==> config.mk <==
export PLATFORM = sky130hd
export DESIGN_NAME = stopwatch_seq
export DESIGN_NICKNAME = d
export VERILOG_FILES = /design/src/rtl/stopwatch_pkg.sv /design/src/rtl/bcd_digit.sv /design/src/rtl/stopwatch_seq.sv
export SDC_FILE = /design/constraint.sdc
export NUM_CORES = 1
export LEC_CHECK = 0
export CAP_MARGIN = 25
export CORE_MARGIN = 8
export CORE_UTILIZATION = 51
export CTS_BUF_LIST = sky130_fd_sc_hd__clkbuf_16
export DETAILED_ROUTE_END_ITERATION = 12
export PLACE_DENSITY = 0.79
export SETUP_SLACK_MARGIN = 0.3
export SYNTH_ARGS = -nofsm -noshare
export SYNTH_HDL_FRONTEND = slang
export SYNTH_SLANG_ARGS = --single-unit
==> constraint.sdc <==
create_clock -name clk -period 2 [get_ports clk]
set_input_delay 0.4 -clock clk [delete_from_list [all_inputs] [get_ports clk]]
set_output_delay 0.4 -clock clk [all_outputs]
set_load 0.03 [all_outputs]
==> src/rtl/stopwatch_pkg.sv <==
// Shared definitions for the stopwatch sequencer.
//   state_t     : FSM state encoding
//   BCD_W       : bits per decade digit
//   BCD_MAX     : highest legal digit value
//   presc_width : bits needed to hold a prescaler phase (0..PRESCALE-1)
package stopwatch_pkg;

    typedef enum logic [1:0] {
        ST_IDLE  = 2'd0,
        ST_RUN   = 2'd1,
        ST_PAUSE = 2'd2,
        ST_HALT  = 2'd3
    } state_t;

    localparam int          BCD_W   = 4;
    localparam logic [3:0]  BCD_MAX = 4'd9;

    // ceil(log2(p)), never less than 1 so a PRESCALE of 1 still gets a bit
    function automatic int presc_width(input int p);
        int w;
        w = 1;
        while ((1 << w) < p) w++;
        return w;
    endfunction

endpackage

==> src/rtl/bcd_digit.sv <==
// One synchronous decade digit.
//   clk   : clock
//   reset : synchronous active-high reset
//   clr   : synchronous clear to 0
//   en    : advance by one (9 wraps to 0)
//   q     : digit value, always 0..9
//   carry : en while at 9, i.e. the next digit should advance
module bcd_digit
    import stopwatch_pkg::*;
(
    input  logic             clk,
    input  logic             reset,
    input  logic             clr,
    input  logic             en,
    output logic [BCD_W-1:0] q,
    output logic             carry
);

    always_ff @(posedge clk) begin
        if (reset || clr) begin
            q <= '0;
        end else if (en) begin
            q <= (q == BCD_MAX) ? '0 : q + 4'd1;
        end
    end

    assign carry = en && (q == BCD_MAX);

endmodule

==> src/rtl/stopwatch_seq.sv <==
// Stopwatch sequencer: start/stop/clear/lap FSM, count-tick prescaler and a
// DIGITS-wide cascaded BCD counter with synchronous carries.
//   clk, reset                 : clock, synchronous active-high reset
//   start, stop, clear         : level commands (priority clear > stop > start)
//   lap                        : display freeze toggle, edge-detected, RUN only
//   count                      : live BCD count, digit 0 in bits [3:0]
//   display                    : count, or the frozen lap value while lap_hold
//   running, lap_hold          : status
//   overflow                   : sticky all-9s rollover flag
//   tick                       : prescaler terminal phase while in RUN
//
// state  | meaning
// IDLE   | zeroed, waiting for start
// RUN    | prescaler running, count advancing on tick
// PAUSE  | count and prescaler phase frozen, start resumes
// HALT   | saturated at all-9s, only clear/reset leaves
module stopwatch_seq
    import stopwatch_pkg::*;
#(
    parameter int DIGITS   = 4,
    parameter int PRESCALE = 10,
    parameter int SATURATE = 1
) (
    input  logic                    clk,
    input  logic                    reset,
    input  logic                    start,
    input  logic                    stop,
    input  logic                    clear,
    input  logic                    lap,
    output logic [BCD_W*DIGITS-1:0] count,
    output logic [BCD_W*DIGITS-1:0] display,
    output logic                    running,
    output logic                    lap_hold,
    output logic                    overflow,
    output logic                    tick
);

    localparam int             PW       = presc_width(PRESCALE);
    localparam logic [PW-1:0]  PRE_LAST = PW'(PRESCALE - 1);

    state_t                    state_q;
    logic [PW-1:0]             presc_q;
    logic [BCD_W*DIGITS-1:0]   frz_q;
    logic                      lap_hold_q;
    logic                      ovf_q;
    logic                      lap_prev_q;

    logic                      all_nines;
    logic                      adv_raw;
    logic                      sat_evt;
    logic                      wrap_evt;
    logic                      lap_rise;
    logic [DIGITS-1:0]         en_chain;

    assign tick     = (state_q == ST_RUN) && (presc_q == PRE_LAST);
    // stop and clear both outrank the tick
    assign adv_raw  = tick && !stop && !clear;
    assign sat_evt  = adv_raw && all_nines && (SATURATE != 0);
    assign lap_rise = lap && !lap_prev_q;

    always_comb begin
        all_nines = 1'b1;
        for (int i = 0; i < DIGITS; i++) begin
            if (count[i*BCD_W +: BCD_W] != BCD_MAX) all_nines = 1'b0;
        end
    end

    // In saturating mode the chain is never enabled at all-9s, so the count
    // holds; otherwise the top digit's carry marks the wrap to all-0s.
    assign en_chain[0] = adv_raw && !sat_evt;

    for (genvar i = 0; i < DIGITS; i++) begin : g_digit
        logic carry_i;
        bcd_digit u_digit (
            .clk   (clk),
            .reset (reset),
            .clr   (clear),
            .en    (en_chain[i]),
            .q     (count[i*BCD_W +: BCD_W]),
            .carry (carry_i)
        );
        if (i < DIGITS - 1) begin : g_link
            assign en_chain[i+1] = carry_i;
        end else begin : g_top
            assign wrap_evt = carry_i;
        end
    end

    always_ff @(posedge clk) begin
        if (reset) begin
            state_q    <= ST_IDLE;
            presc_q    <= '0;
            frz_q      <= '0;
            lap_hold_q <= 1'b0;
            ovf_q      <= 1'b0;
            lap_prev_q <= 1'b0;
        end else begin
            lap_prev_q <= lap;
            if (clear) begin
                state_q    <= ST_IDLE;
                presc_q    <= '0;
                lap_hold_q <= 1'b0;
                ovf_q      <= 1'b0;
            end else begin
                case (state_q)
                    ST_IDLE: begin
                        if (!stop && start) begin
                            state_q <= ST_RUN;
                            presc_q <= '0;
                        end
                    end
                    ST_PAUSE: begin
                        if (!stop && start) state_q <= ST_RUN;
                    end
                    ST_RUN: begin
                        if (stop) begin
                            state_q <= ST_PAUSE;
                        end else begin
                            presc_q <= (presc_q == PRE_LAST) ? '0 : presc_q + PW'(1);
                            if (sat_evt || wrap_evt) ovf_q <= 1'b1;
                            if (sat_evt) state_q <= ST_HALT;
                            // an asserted start, though a no-op, still masks lap
                            if (!start && lap_rise) begin
                                if (lap_hold_q) begin
                                    lap_hold_q <= 1'b0;
                                end else begin
                                    lap_hold_q <= 1'b1;
                                    frz_q      <= count;
                                end
                            end
                        end
                    end
                    default: ;
                endcase
            end
        end
    end

    assign running  = (state_q == ST_RUN);
    assign lap_hold = lap_hold_q;
    assign overflow = ovf_q;
    assign display  = lap_hold_q ? frz_q : count;

endmodule

==> flow_summary.yaml, run 1 <==
synth:
  async_flop_share: 0
  synth_ff_type: "dfxtp_1"
  yosys_warnings: 0
  syn_area_per_cell_sq_um: 8.97
  syn_nets: 238
  yosysMostFrequentCell: "dfxtp_1"
  synth_edf_count: 0
  synth_area_sq_um: 2060
  ys_seq_elements: 41
  synth_cells: 230
  ys_types: 44
  synth-seq-area-share: 0.398
  netlist_top_cells_area: "dfxtp_1, mux2i_1, nor2_1"
  synth_top_area_cell: "dfxtp_1"
  synth_top_area_share: 0.398
  synth_common_cells: "dfxtp_1, nor2_1, a21oi_1, mux2i_1, nand2_1"
place:
  numPortBuffers: 41
  dpl_worst_slack_ns: -0.156
  dpl.cell_count: 326
  gp_congestion: 0.790
  dp_hpwl_microns: 3620
  dpl-instance-area_sq_um: 2600
sta:
  timing.fmax_mhz: 568
  holdWs_ns: 0.485
  fin_crit_sh: 0.881
  final-hold-violation-count: 0
  rsz0062_at_grt: "yes"
  tightest_slew_ns: 0.372
  max-slew-margin-rel: 0.750
  worst_slack_ns: 0.238
  skew_ns: 0.00530
  setup_viol: 0
  min_period_ns: 1.76
  finalSetupTns_ns: 0
  finalMaxSlewViolations: 0
cts:
  cts_htree_levels: 2
  clkTransAtPathRegs_ns: 0.05
  clock_latency_ns: 0.28
  tritoncts: "done"
  postCtsHoldBufs: 0
  cts-root-buf: "clkbuf_16"
  cts_buffers: 5
  clkSinkCount: 41
  clock_path_buffers: 2
worst_hold_path:
  min_from: "overflow"
  hold_path_depth: 2
  worst_hold_path_type: "reg2reg"
  holdPathEnd: "overflow"
routing:
  dr.first_iter.drc_count: 163
  viasPerCell: 6.05
  firstDrtPassIters: 5
  wl_microns: 5960
  final_antenna_net_count: 0
  vias: 2068
  avgRoutedWirePerCell_microns: 17.4
  drc: 0
cells_and_area:
  drive_gt1_frac: 0.298
  final_util: 0.747
  design_area_sq_um: 2950
  num_antenna_cells: 0
  area_delta_synth_final_pct: 42.8
  nNetsFinal: 300
  stdcell_count: 342
floorplan:
  ios: 42
  die_w_microns: 79.6
  rows: 23
  die_y_microns: 79.6
  start_util: 0.523
  dieArea_sq_um: 6340
  core_area_sq_um: 3940
global_route:
  grt_antenna_before_repair: 0
  grt_overflow: 0
  grt_pass1_wl_microns: 9250
  grt_pass1_vias: 1959
  grt_start_max_net_pins: 22
  track_usage: 0.183
worst_setup_path:
  r2r.worst_path.cells: 6
  max_stage_delay_ns: 0.37
  reg2reg_to: "g_digit[3].u_digit.q[1]"
  r2r_setup_slack_ns: 0.31
  critPathLaunchType: "flop"
  end_kind: "output port"
  path_cells: "buf_12 -> buf_16 -> mux2_4 -> buf_6"
  cp_max_fo: 6
  slowest_stage: "dfxtp_4"
  startpoint: "lap_hold"
  arrival_ns: 1.36
  crit_required_ns: 1.60
  path_class: "reg2out"
  rr_startpoint: "presc_q[1]"
run:
  maxCapViolations: 0
status:
  status: "finished, final reports clean"
power:
  p_leak_nw: 1.16
  total_power_mw: 1.62
  vdd_drop_max_mv: 0.590
  p_per_area_nw_per_um2: 548
[critical path: cells and delay by family (launching register included)]
kind / cells / cell delay (ns)
multiplexers: 1 / 0.31
buffers and inverters: 3 / 0.40
flip-flops: 1 / 0.37
[kinds of logic (layout without fill, tap and decap cells)]
family	count (synthesis)	count (layout)	synth area share
AND/OR/NAND/NOR	96	96	0.272
AO/OA/AOI/OAI	43	43	0.118
flip-flops	41	41	0.398
multiplexers	28	28	0.143
buffers and inverters	17	79	0.0449
XOR/XNOR	3	3	0.0127
adder cells (fa/ha/maj)	2	2	0.0121
[flip-flops by register name, summed over array words and instances, names as in the netlist]
name,count
presc_q,4
overflow,1
lap_prev_q,1
frz_q,16
g_digit.u_digit.q,16
state_q,2
lap_hold,1
[where the power goes]
part,switching [mW],total [mW],internal (mW)
clock,0.295,0.741,0.446
sequential,0.00159,0.819,0.818
combinational,0.0335,0.0556,0.0220
total,0.330,1.62,1.29
[timing repair]
action / CTS / global route
cloned: 2 / 0
resized for setup: 111 / 32
endpoints found under the setup margin: 57 / 31
pin swaps: 1 / 4
setup buffers: 3 / 4
[area by class of cell]
class,instances,area [sq um]
multi-input cells,172,1240
well taps,50,62.6
clock buffers,5,125
flip-flops and latches,41,835
fillers,278,996
inverters,8,30.0
clock inverters,2,7.51
repair buffers,64,651
[placed cells by master (no fill, tap or decap), types with 11 or more instances in the layout]
master,Yosys,layout
mux2_4,0,11
dlygate4sd2_1,0,16
mux2i_1,17,17
nor2_1,33,33
dfxtp_1,41,32
nand3_1,11,11
buf_4,1,21
buf_6,2,15
nand2_1,16,16
a21oi_1,17,16
[per-layer routing]
layer | vias to the layer above | track usage | share of wire
met2 | 90 | 0.319 | 0.51
met4 | 0 | 0.0815 | 0.017
met3 | 12 | 0.0439 | 0.079
met1 | 1005 | 0.204 | 0.40
li1 | 961 | - | -
met5 | - | 0 | 0
[worst max-delay path by stage]
stage	cells past startpoint	slack [ns]	to
detailed placement	6	-0.16	g_digit[3].u_digit.q[1]
finish	4	0.24	display[7]
floorplan	6	0.29	frz_q[5]
CTS	4	0.20	display[13]
global route	4	0.21	display[14]
global placement	6	-0.13	g_digit[3].u_digit.q[1]
(Power assumes the default switching activity.)
==> run 2, diff against run 1 <==
- CORE_MARGIN: 8 -> default
==> flow_summary.yaml, run 2 (synthesis gave the netlist of run 1 again) <==
routing:
  vias: 1946
  firstDrtPassIters: 4
  wl_microns: 5080
  dr.first_iter.drc_count: 71
  final_antenna_net_count: 0
  viasPerCell: 5.66
  drc: 0
  avgRoutedWirePerCell_microns: 14.8
power:
  sw_frac_of_total: 0.214
  total_power_mw: 1.65
  switching_power_uw: 353
  intPower_mw: 1.30
  p_leak_nw: 1.13
  pwr-share-comb: 0.034
  p_seq_frac: 0.496
  vdd_drop_max_mv: 0.586
  p_per_area_nw_per_um2: 576
  clock_power_share: 0.470
worst_setup_path:
  rr_startpoint: "presc_q[1]"
  crit_required_ns: 2.21
  r2r_setup_slack_ns: 0.30
  startpoint: "clear"
  path_class: "in2reg"
  crit_end: "g_digit[3].u_digit.q[1]"
  reg2reg_to: "g_digit[3].u_digit.q[1]"
  arrival_ns: 1.93
  end_kind: "flop"
  r2r.worst_path.cells: 6
  cp_max_fo: 7
  critPathLaunchType: "input port"
cts:
  clock_path_buffers: 2
  tritoncts: "done"
  cts_htree_levels: 2
  cts_buffers: 5
  cts-root-buf: "clkbuf_16"
  clkSinkCount: 41
  clock_latency_ns: 0.28
  clkTransAtPathRegs_ns: 0.06
worst_hold_path:
  hold_path_depth: 2
  worst_hold_path_type: "reg2reg"
cells_and_area:
  final_cell_mix: "nor2_1, dfxtp_1, buf_4"
  num_antenna_cells: 0
  fillCellCount: 284
  area_delta_synth_final_pct: 38.8
  top_regs: "frz_q (16), g_digit.u_digit.q (16), presc_q (4)"
  final_common_cell: "nor2_1"
  drive_gt1_frac: 0.297
  final_util: 0.759
  nNetsFinal: 303
  stdcell_count: 344
floorplan:
  rows: 22
  dieArea_sq_um: 4300
  core_area_sq_um: 3770
  ios: 42
  die_w_microns: 65.6
  start_util: 0.547
  die_y_microns: 65.6
sta:
  final-hold-violation-count: 0
  rsz0062_at_grt: "yes"
  finalMaxSlewViolations: 0
  timing.fmax_mhz: 579
  fin_crit_sh: 0.863
  setup_viol: 0
  min_period_ns: 1.73
  tightest_slew_ns: 0.368
  skew_ns: 0.00417
  finalSetupTns_ns: 0
  max-slew-margin-rel: 0.753
place:
  dp_hpwl_microns: 3480
  dpl.cell_count: 328
  gp_congestion: 0.845
  numPortBuffers: 41
global_route:
  grt_pass1_vias: 1757
  track_usage: 0.254
  grt_pass1_wl_microns: 8200
  grt_antenna_before_repair: 0
  grt_overflow: 0
  grt_start_max_net_pins: 22
run:
  maxCapViolations: 0
status:
  status: "finished, final reports clean"
run 2: what timing repair did:
item,4_1_cts,5_1_grt
setup endpoints to repair,61,23
hold buffers,0,0
pin swaps,1,4
setup buffers,2,6
gates resized for setup,89,42
run 2: cell type report:
type / count / area [sq um] / share of cell area
sequential: 41 / 837 / 0.292
timing repair buffer: 67 / 601 / 0.210
inverter: 8 / 30.0 / 0.0105
clock buffer: 5 / 125 / 0.0437
clock inverter: 3 / 17.5 / 0.00612
multi-input combinational: 172 / 1190 / 0.417
tap: 48 / 60.1 / 0.0210
run 2: how the worst min path moves through the flow:
stage / from / end / slack (ns)
finish: presc_q[1] / presc_q[1] / 0.48
global route: presc_q[1] / presc_q[1] / 0.49
CTS: presc_q[1] / presc_q[1] / 0.49
detailed placement: frz_q[12] / frz_q[12] / 0.48
global placement: overflow / overflow / 0.46
floorplan: frz_q[0] / frz_q[0] / 0.45
run 2: worst max-delay path: stages:
cell,delay (ns)
dlygate4sd2_1,0.27
nor4b_4,0.27
buf_6,0.17
nand4_4,0.12
or4_1,0.54
a21oi_1,0.16
run 2: per-layer routing:
| metal | up-vias | track usage | routed length (microns) |
|---|---|---|---|
| met5 | - | 0 | 0 |
| li1 | 970 | - | - |
| met2 | 59 | 0.416 | 2460 |
| met1 | 911 | 0.327 | 2330 |
| met3 | 6 | 0.0660 | 228 |
| met4 | 0 | 0.0734 | 60 |
run 2: stage by stage:
stage / setup WS, ns / hold slack (ns) / area, sq um
after detailed placement: -0.170 / 0.482 / 2610
after floorplan: 0.287 / 0.454 / 2080
after global placement: -0.117 / 0.462 / 2610
after global routing: 0.215 / 0.491 / 2860
after CTS: 0.177 / 0.492 / 2720
final: 0.273 / 0.478 / 2860
run 2: power by group through the flow:
stage | registers (mW) | logic (mW) | clock network, mW
final | 0.819 | 0.0561 | 0.776
after global routing | 0.819 | 0.0605 | 0.827
after CTS | 0.820 | 0.0546 | 0.789
after detailed placement | 0.838 | 0.0552 | 0
after global placement | 0.838 | 0.0555 | 0
after floorplan | 0.838 | 0.0279 | 0
